### src/rtl/mips_pkg.sv
// Shared register-file constants for the writeback path.
package mips_pkg;

    localparam int REG_ADDR_W = 5;
    localparam int REG_DATA_W = 32;
    localparam logic [REG_ADDR_W-1:0] REG_ZERO = 5'd0;

endpackage : mips_pkg

### src/rtl/wb_md_fifo.sv
// Synchronous FIFO holding queued mul/div results as {waddr, wdata} entries.
// Head entry is visible combinationally so the arbiter can pop it in the same cycle.
module wb_md_fifo
    import mips_pkg::*;
#(
    parameter int ADDR_W = REG_ADDR_W,
    parameter int DATA_W = REG_DATA_W,
    parameter int DEPTH  = 2
) (
    input  logic                     i_clk,
    input  logic                     i_rst,
    input  logic                     i_push,
    input  logic [ADDR_W-1:0]        i_push_waddr,
    input  logic [DATA_W-1:0]        i_push_wdata,
    input  logic                     i_pop,
    output logic [ADDR_W-1:0]        o_head_waddr,
    output logic [DATA_W-1:0]        o_head_wdata,
    output logic                     o_full,
    output logic                     o_empty,
    output logic [$clog2(DEPTH):0]   o_count
);

    localparam int PTR_W = $clog2(DEPTH);
    localparam int CNT_W = PTR_W + 1;
    localparam int ENT_W = ADDR_W + DATA_W;

    logic [ENT_W-1:0] mem_q [DEPTH];
    logic [PTR_W-1:0] wr_ptr_q, wr_ptr_d;
    logic [PTR_W-1:0] rd_ptr_q, rd_ptr_d;
    logic [CNT_W-1:0] count_q, count_d;
    logic             do_push;
    logic             do_pop;

    assign o_full  = (count_q == CNT_W'(DEPTH));
    assign o_empty = (count_q == '0);
    assign o_count = count_q;

    // Full/empty guards live here as well so a misbehaving caller cannot corrupt pointers.
    assign do_push = i_push & ~o_full;
    assign do_pop  = i_pop & ~o_empty;

    assign {o_head_waddr, o_head_wdata} = mem_q[rd_ptr_q];

    always_comb begin
        wr_ptr_d = wr_ptr_q;
        rd_ptr_d = rd_ptr_q;
        count_d  = count_q;
        if (do_push) begin
            wr_ptr_d = wr_ptr_q + 1'b1;
        end
        if (do_pop) begin
            rd_ptr_d = rd_ptr_q + 1'b1;
        end
        count_d = count_q + CNT_W'(do_push) - CNT_W'(do_pop);
    end

    always_ff @(posedge i_clk) begin
        if (i_rst) begin
            wr_ptr_q <= '0;
            rd_ptr_q <= '0;
            count_q  <= '0;
        end else begin
            wr_ptr_q <= wr_ptr_d;
            rd_ptr_q <= rd_ptr_d;
            count_q  <= count_d;
        end
    end

    always_ff @(posedge i_clk) begin
        if (!i_rst && do_push) begin
            mem_q[wr_ptr_q] <= {i_push_waddr, i_push_wdata};
        end
    end

endmodule : wb_md_fifo

### src/rtl/wb_write_arbiter.sv
// Writeback arbiter: ALU results win the regfile write port, mul/div results queue and drain
// when the ALU is idle or stalled. Same-cycle read bypass is built when WB_BYPASS_EN is defined.
module wb_write_arbiter
    import mips_pkg::*;
#(
    parameter int DATA_W     = REG_DATA_W,
    parameter int ADDR_W     = REG_ADDR_W,
    parameter int MD_DEPTH   = 2,
    parameter int STARVE_MAX = 4
) (
    input  logic                       i_clk,
    input  logic                       i_rst,
    input  logic                       i_alu_valid,
    input  logic [ADDR_W-1:0]          i_alu_waddr,
    input  logic [DATA_W-1:0]          i_alu_wdata,
    input  logic                       i_md_valid,
    output logic                       o_md_ready,
    input  logic [ADDR_W-1:0]          i_md_waddr,
    input  logic [DATA_W-1:0]          i_md_wdata,
    output logic                       o_alu_stall,
    output logic                       o_we,
    output logic [ADDR_W-1:0]          o_waddr,
    output logic [DATA_W-1:0]          o_wdata,
    output logic [$clog2(MD_DEPTH):0]  o_md_count,
    input  logic [ADDR_W-1:0]          i_raddr1,
    input  logic [ADDR_W-1:0]          i_raddr2,
    output logic                       o_fwd1_hit,
    output logic [DATA_W-1:0]          o_fwd1_data,
    output logic                       o_fwd2_hit,
    output logic [DATA_W-1:0]          o_fwd2_data
);

    localparam int ST_W = $clog2(STARVE_MAX + 1);
    localparam logic [ADDR_W-1:0] ZERO_ADDR = ADDR_W'(REG_ZERO);

    logic              md_push;
    logic              md_pop;
    logic              fifo_full;
    logic              fifo_empty;
    logic [ADDR_W-1:0] head_waddr;
    logic [DATA_W-1:0] head_wdata;

    logic              we_q, we_d;
    logic [ADDR_W-1:0] waddr_q, waddr_d;
    logic [DATA_W-1:0] wdata_q, wdata_d;
    logic [ST_W-1:0]   starve_q, starve_d;
    logic              stall_q, stall_d;

    // Readiness depends only on occupancy: a full FIFO gets no credit from a same-cycle pop.
    assign o_md_ready = ~i_rst & ~fifo_full;
    assign md_push    = i_md_valid & o_md_ready;
    assign md_pop     = ~i_alu_valid & ~fifo_empty;

    wb_md_fifo #(
        .ADDR_W (ADDR_W),
        .DATA_W (DATA_W),
        .DEPTH  (MD_DEPTH)
    ) u_md_fifo (
        .i_clk        (i_clk),
        .i_rst        (i_rst),
        .i_push       (md_push),
        .i_push_waddr (i_md_waddr),
        .i_push_wdata (i_md_wdata),
        .i_pop        (md_pop),
        .o_head_waddr (head_waddr),
        .o_head_wdata (head_wdata),
        .o_full       (fifo_full),
        .o_empty      (fifo_empty),
        .o_count      (o_md_count)
    );

    always_comb begin
        we_d    = 1'b0;
        waddr_d = waddr_q;
        wdata_d = wdata_q;
        if (i_alu_valid) begin
            we_d    = (i_alu_waddr != ZERO_ADDR);
            waddr_d = i_alu_waddr;
            wdata_d = i_alu_wdata;
        end else if (md_pop) begin
            we_d    = (head_waddr != ZERO_ADDR);
            waddr_d = head_waddr;
            wdata_d = head_wdata;
        end
    end

    // Starve count saturates; stall is registered alongside it so it drops the cycle after a pop.
    always_comb begin
        starve_d = starve_q;
        if (fifo_empty || md_pop) begin
            starve_d = '0;
        end else if (i_alu_valid && (starve_q != ST_W'(STARVE_MAX))) begin
            starve_d = starve_q + 1'b1;
        end
        stall_d = (starve_d == ST_W'(STARVE_MAX));
    end

    always_ff @(posedge i_clk) begin
        if (i_rst) begin
            we_q     <= 1'b0;
            waddr_q  <= '0;
            wdata_q  <= '0;
            starve_q <= '0;
            stall_q  <= 1'b0;
        end else begin
            we_q     <= we_d;
            waddr_q  <= waddr_d;
            wdata_q  <= wdata_d;
            starve_q <= starve_d;
            stall_q  <= stall_d;
        end
    end

    assign o_we        = we_q;
    assign o_waddr     = waddr_q;
    assign o_wdata     = wdata_q;
    assign o_alu_stall = stall_q;

`ifdef WB_BYPASS_EN
    logic [1:0][ADDR_W-1:0] raddr;
    logic [1:0]             fwd_hit;
    logic [1:0][DATA_W-1:0] fwd_data;

    assign raddr = {i_raddr2, i_raddr1};

    for (genvar gi = 0; gi < 2; gi++) begin : g_bypass
        assign fwd_hit[gi]  = we_q & (waddr_q == raddr[gi]) & (raddr[gi] != ZERO_ADDR);
        assign fwd_data[gi] = wdata_q;
    end

    assign o_fwd1_hit  = fwd_hit[0];
    assign o_fwd1_data = fwd_data[0];
    assign o_fwd2_hit  = fwd_hit[1];
    assign o_fwd2_data = fwd_data[1];
`else
    logic unused_raddr;
    assign unused_raddr = ^{i_raddr1, i_raddr2};

    assign o_fwd1_hit  = 1'b0;
    assign o_fwd1_data = '0;
    assign o_fwd2_hit  = 1'b0;
    assign o_fwd2_data = '0;
`endif

endmodule : wb_write_arbiter

### config.mk
export PLATFORM = sky130hd
export DESIGN_NAME = wb_write_arbiter
export DESIGN_NICKNAME = d
export VERILOG_FILES = /design/src/rtl/mips_pkg.sv /design/src/rtl/wb_md_fifo.sv /design/src/rtl/wb_write_arbiter.sv
export SDC_FILE = /design/constraint.sdc
export NUM_CORES = 1
export LEC_CHECK = 0
export ABC_AREA = 1
export BUFFER_PORTS_ARGS = -buffer_cell sky130_fd_sc_hd__buf_2
export CORE_MARGIN = 5
export CORE_UTILIZATION = 47
export DETAILED_ROUTE_END_ITERATION = 7
export PLACE_DENSITY = 0.73
export SLEW_MARGIN = 20
export SYNTH_ARGS = -nofsm -noshare
export SYNTH_HDL_FRONTEND = slang
export SYNTH_HIERARCHICAL = 1
export SYNTH_SLANG_ARGS = --single-unit
### constraint.sdc
create_clock -name i_clk -period 4.4 [get_ports i_clk]
set_input_delay 0.66 -clock i_clk [delete_from_list [all_inputs] [get_ports i_clk]]
set_output_delay 0.66 -clock i_clk [all_outputs]
set_load 0.005 [all_outputs]
==> reports/qor.yml <==
status: "finished, final reports clean"
synth_async_sr_flop_share_pct: 0
die_w_um: 119.7
finClkSkew_ps: 4.212
critPathArrivalTime_ps: 2800
synthTopCellsByCount: "nand2_1, edfxtp_1, buf_4"
powerDensity_nw_per_um2: 443.2
cts_resized: 0
gp_congestion: 0.7567
timing.rr.start: "u_md_fifo/o_count[0]"
fin_nets: 755
ys_warn_count: 6
die-area_um2: 14320
clk_pin_slew_worst_paths_ps: 50
grt_usage_pct: 16.40
dpl_cell_area_um2: 6027
layout-area-overhead-vs-synth_pct: 17.17
yosysSeqAreaShare_pct: 55.94
cp.depth: 12
yosysMostFrequentCell: "nand2_1"
post_cts_buffers: 0
finalMaxSlewViolations: 0
synth_ff_type: "edfxtp_1"
leakage_nw: 3.220
ys_types: 28
ir_drop_mv: 0.2484
synthCells: 542
drc_errors: 0
start_kind: "flip-flop"
grt_pass1_vias: 3778
dr.first_iter.drc_count: 170
syn_area_per_cell_um2: 10.43
finalCriticalPeriod_ps: 2497
drv_cap: 0
wl_per_cell_um: 14.05
synth-adder-area-share_pct: 0.8852
endpoint: "u_md_fifo/o_count[1]"
ff2ff_path_depth: 12
synth_top_area_share_pct: 39.30
htree_levels: 4
synth_top_family_by_area: "simple AND/OR/NAND/NOR gates"
crit_fanout: 40
row_count: 40
slowest_stage: "nor2_4"
cp_data_required_time_ps: 4700
cpLargestDelayFamily: "simple AND/OR/NAND/NOR gates"
wl_um: 11570
clock_path_buffers: 2
hold_buffers: 0
synth-compound-area-share_pct: 0.4868
end_kind: "flip-flop"
die-height_um: 119.7
grt_start_max_net_pins: 43
cts_made_buffers: 17
crit_start: "u_md_fifo/o_count[0]"
via_per_inst: 4.604
root_buffer: "clkbuf_16"
synthMuxAreaShare_pct: 9.360
synthTopCellsByArea: "edfxtp_1, dfxtp_1, nand2_1, buf_4, mux2_4"
synthXorXnorAreaFrac_pct: 0
vias: 3789
min_path_type: "input port to flip-flop"
synth_edf_count: 74
max_stage_delay_ps: 760
ios: 196
slew_headroom_pct: 35.11
ant_nets: 0
ff2ff_setup_slack_ps: 1900
diodes: 0
port_buffers: 119
grt_first_pass_wirelength_um: 18020
crit_buf_inv: 3
core_area_um2: 11910
grt-ovfl-total: 0
fmax_mhz: 400.4
synthSimpleGateAreaFrac_pct: 17.48
place_ws_ps: 1661
crit_path_cell_trace: "nor2_1 -> nor2_4 -> inv_1 -> nor2_1 -> ha_1 -> inv_1 -> ha_1 -> inv_1 -> nand2_1 -> nand3_1 -> nand2_1 -> nor2_1"
ys_ff_latch: 121
syn-cell-area_um2: 5654
crit_type: "flip-flop to flip-flop"
yosys.area.top_type: "edfxtp_1"
grt_antenna_before_repair: 1
worstMarginPinSlew_ps: 971.0
setup_viol: 0
r2r-end: "u_md_fifo/o_count[1]"
period_share_pct: 56.75
tns_ps: 0
place_hpwl_um: 7810
final_hold_viol_count: 0
initial_core_util_pct: 47.47
clock_latency_ps: 410
worst_slack_ps: 1903
drive_gt1_share_pct: 30.03
cts.sinks: 121
drtPass1Iterations: 4
cts_tree: "yes"
finish.instance_area_um2: 6625
grt_setup_unrepaired: "no"
-- registers in the layout, summed over array words and instances, names as in the netlist, named ones only --
signal and cells:
o_alu_stall 1, o_waddr 5, o_wdata 32, o_we 1, starve_q 3, u_md_fifo/mem_q 74
u_md_fifo/o_count 2, u_md_fifo/rd_ptr_q 1, u_md_fifo/wr_ptr_q 1
-- where the power goes --
group / switching, mW / internal (mW) / total [mW]
logic: 0.190 / 0.133 / 0.324
clock network: 0.469 / 0.850 / 1.32
registers: 0.0300 / 1.26 / 1.29
-- layout make-up --
cell class,count,area [um^2]
fillers,1030,5286
repair buffers,123,645.6
clock inverters,7,63.81
flip-flops and latches,121,3164
multi-input cells,344,1851
well taps,147,183.9
inverters,56,210.2
clock buffers,25,506.7
-- cell families after synthesis --
family / Yosys count
DFF: 121
AOI/OAI and AO/OA: 5
and+or+nand+nor: 232
buffers and inverters: 142
adders and majority gates: 4
other: 1
muxes: 37
-- stage by stage --
| step | instances | power (mW) | util (%) | hold WS (ps) |
|---|---|---|---|---|
| after floorplan | 607 | 1.581 | - | 467.5 |
| after global placement | 790 | 1.625 | 50.60 | 481.8 |
| after detailed placement | 790 | 1.641 | 50.60 | 495.6 |
| after CTS | 822 | 2.967 | 55.39 | 421.0 |
| after global routing | 823 | 3.067 | 55.62 | 420.6 |
| final | 823 | 2.936 | 55.62 | 442.0 |
-- routing by layer --
layer,wire length [um],part of all wire (%),GRT usage [%],up-vias
met1,4473,39,17.56,1763
li1,-,-,-,1850
met3,960,8.3,5.938,26
met2,5910,51,28.81,148
met4,209,1.8,7.588,2
met5,11,0.095,0,-
-- cell usage in the layout, fill, tap and decap left out, drive strengths merged --
cell type	count
a21oi	2
buf	123
bufinv	1
clkbuf	25
clkinv	4
clkinvlp	2
conb	66
dfxtp	47
edfxtp	74
ha	4
inv	56
mux2	37
nand2	162
nand3	43
nand3b	2
nand4	1
nor2	22
nor3	1
nor3b	1
o211ai	1
o21ai	2
-- worst min-delay path by stage --
stage / from / end / slack [ps] / depth (start not counted)
floorplan: u_md_fifo/rd_ptr_q / flip-flop / 470 / 2
global placement: u_md_fifo/rd_ptr_q / u_md_fifo/rd_ptr_q / 480 / 2
detailed placement: u_md_fifo/rd_ptr_q / u_md_fifo/rd_ptr_q / 500 / 2
CTS: i_md_waddr[0] / u_md_fifo/mem_q[0][32] / 420 / 1
global route: i_md_waddr[3] / u_md_fifo/mem_q[1][35] / 420 / 1
finish: i_md_waddr[3] / u_md_fifo/mem_q[0][35] / 440 / 1
-- worst reg2reg max path: stages (launching register included) --
cell	delay, ps
dfxtp_1	410
nor2_1	160
nor2_4	760
inv_1	110
nor2_1	180
ha_1	250
inv_1	60
ha_1	160
inv_1	50
nand2_1	80
nand3_1	80
nand2_1	60
nor2_1	30
Power figures use the tool's default switching activity.
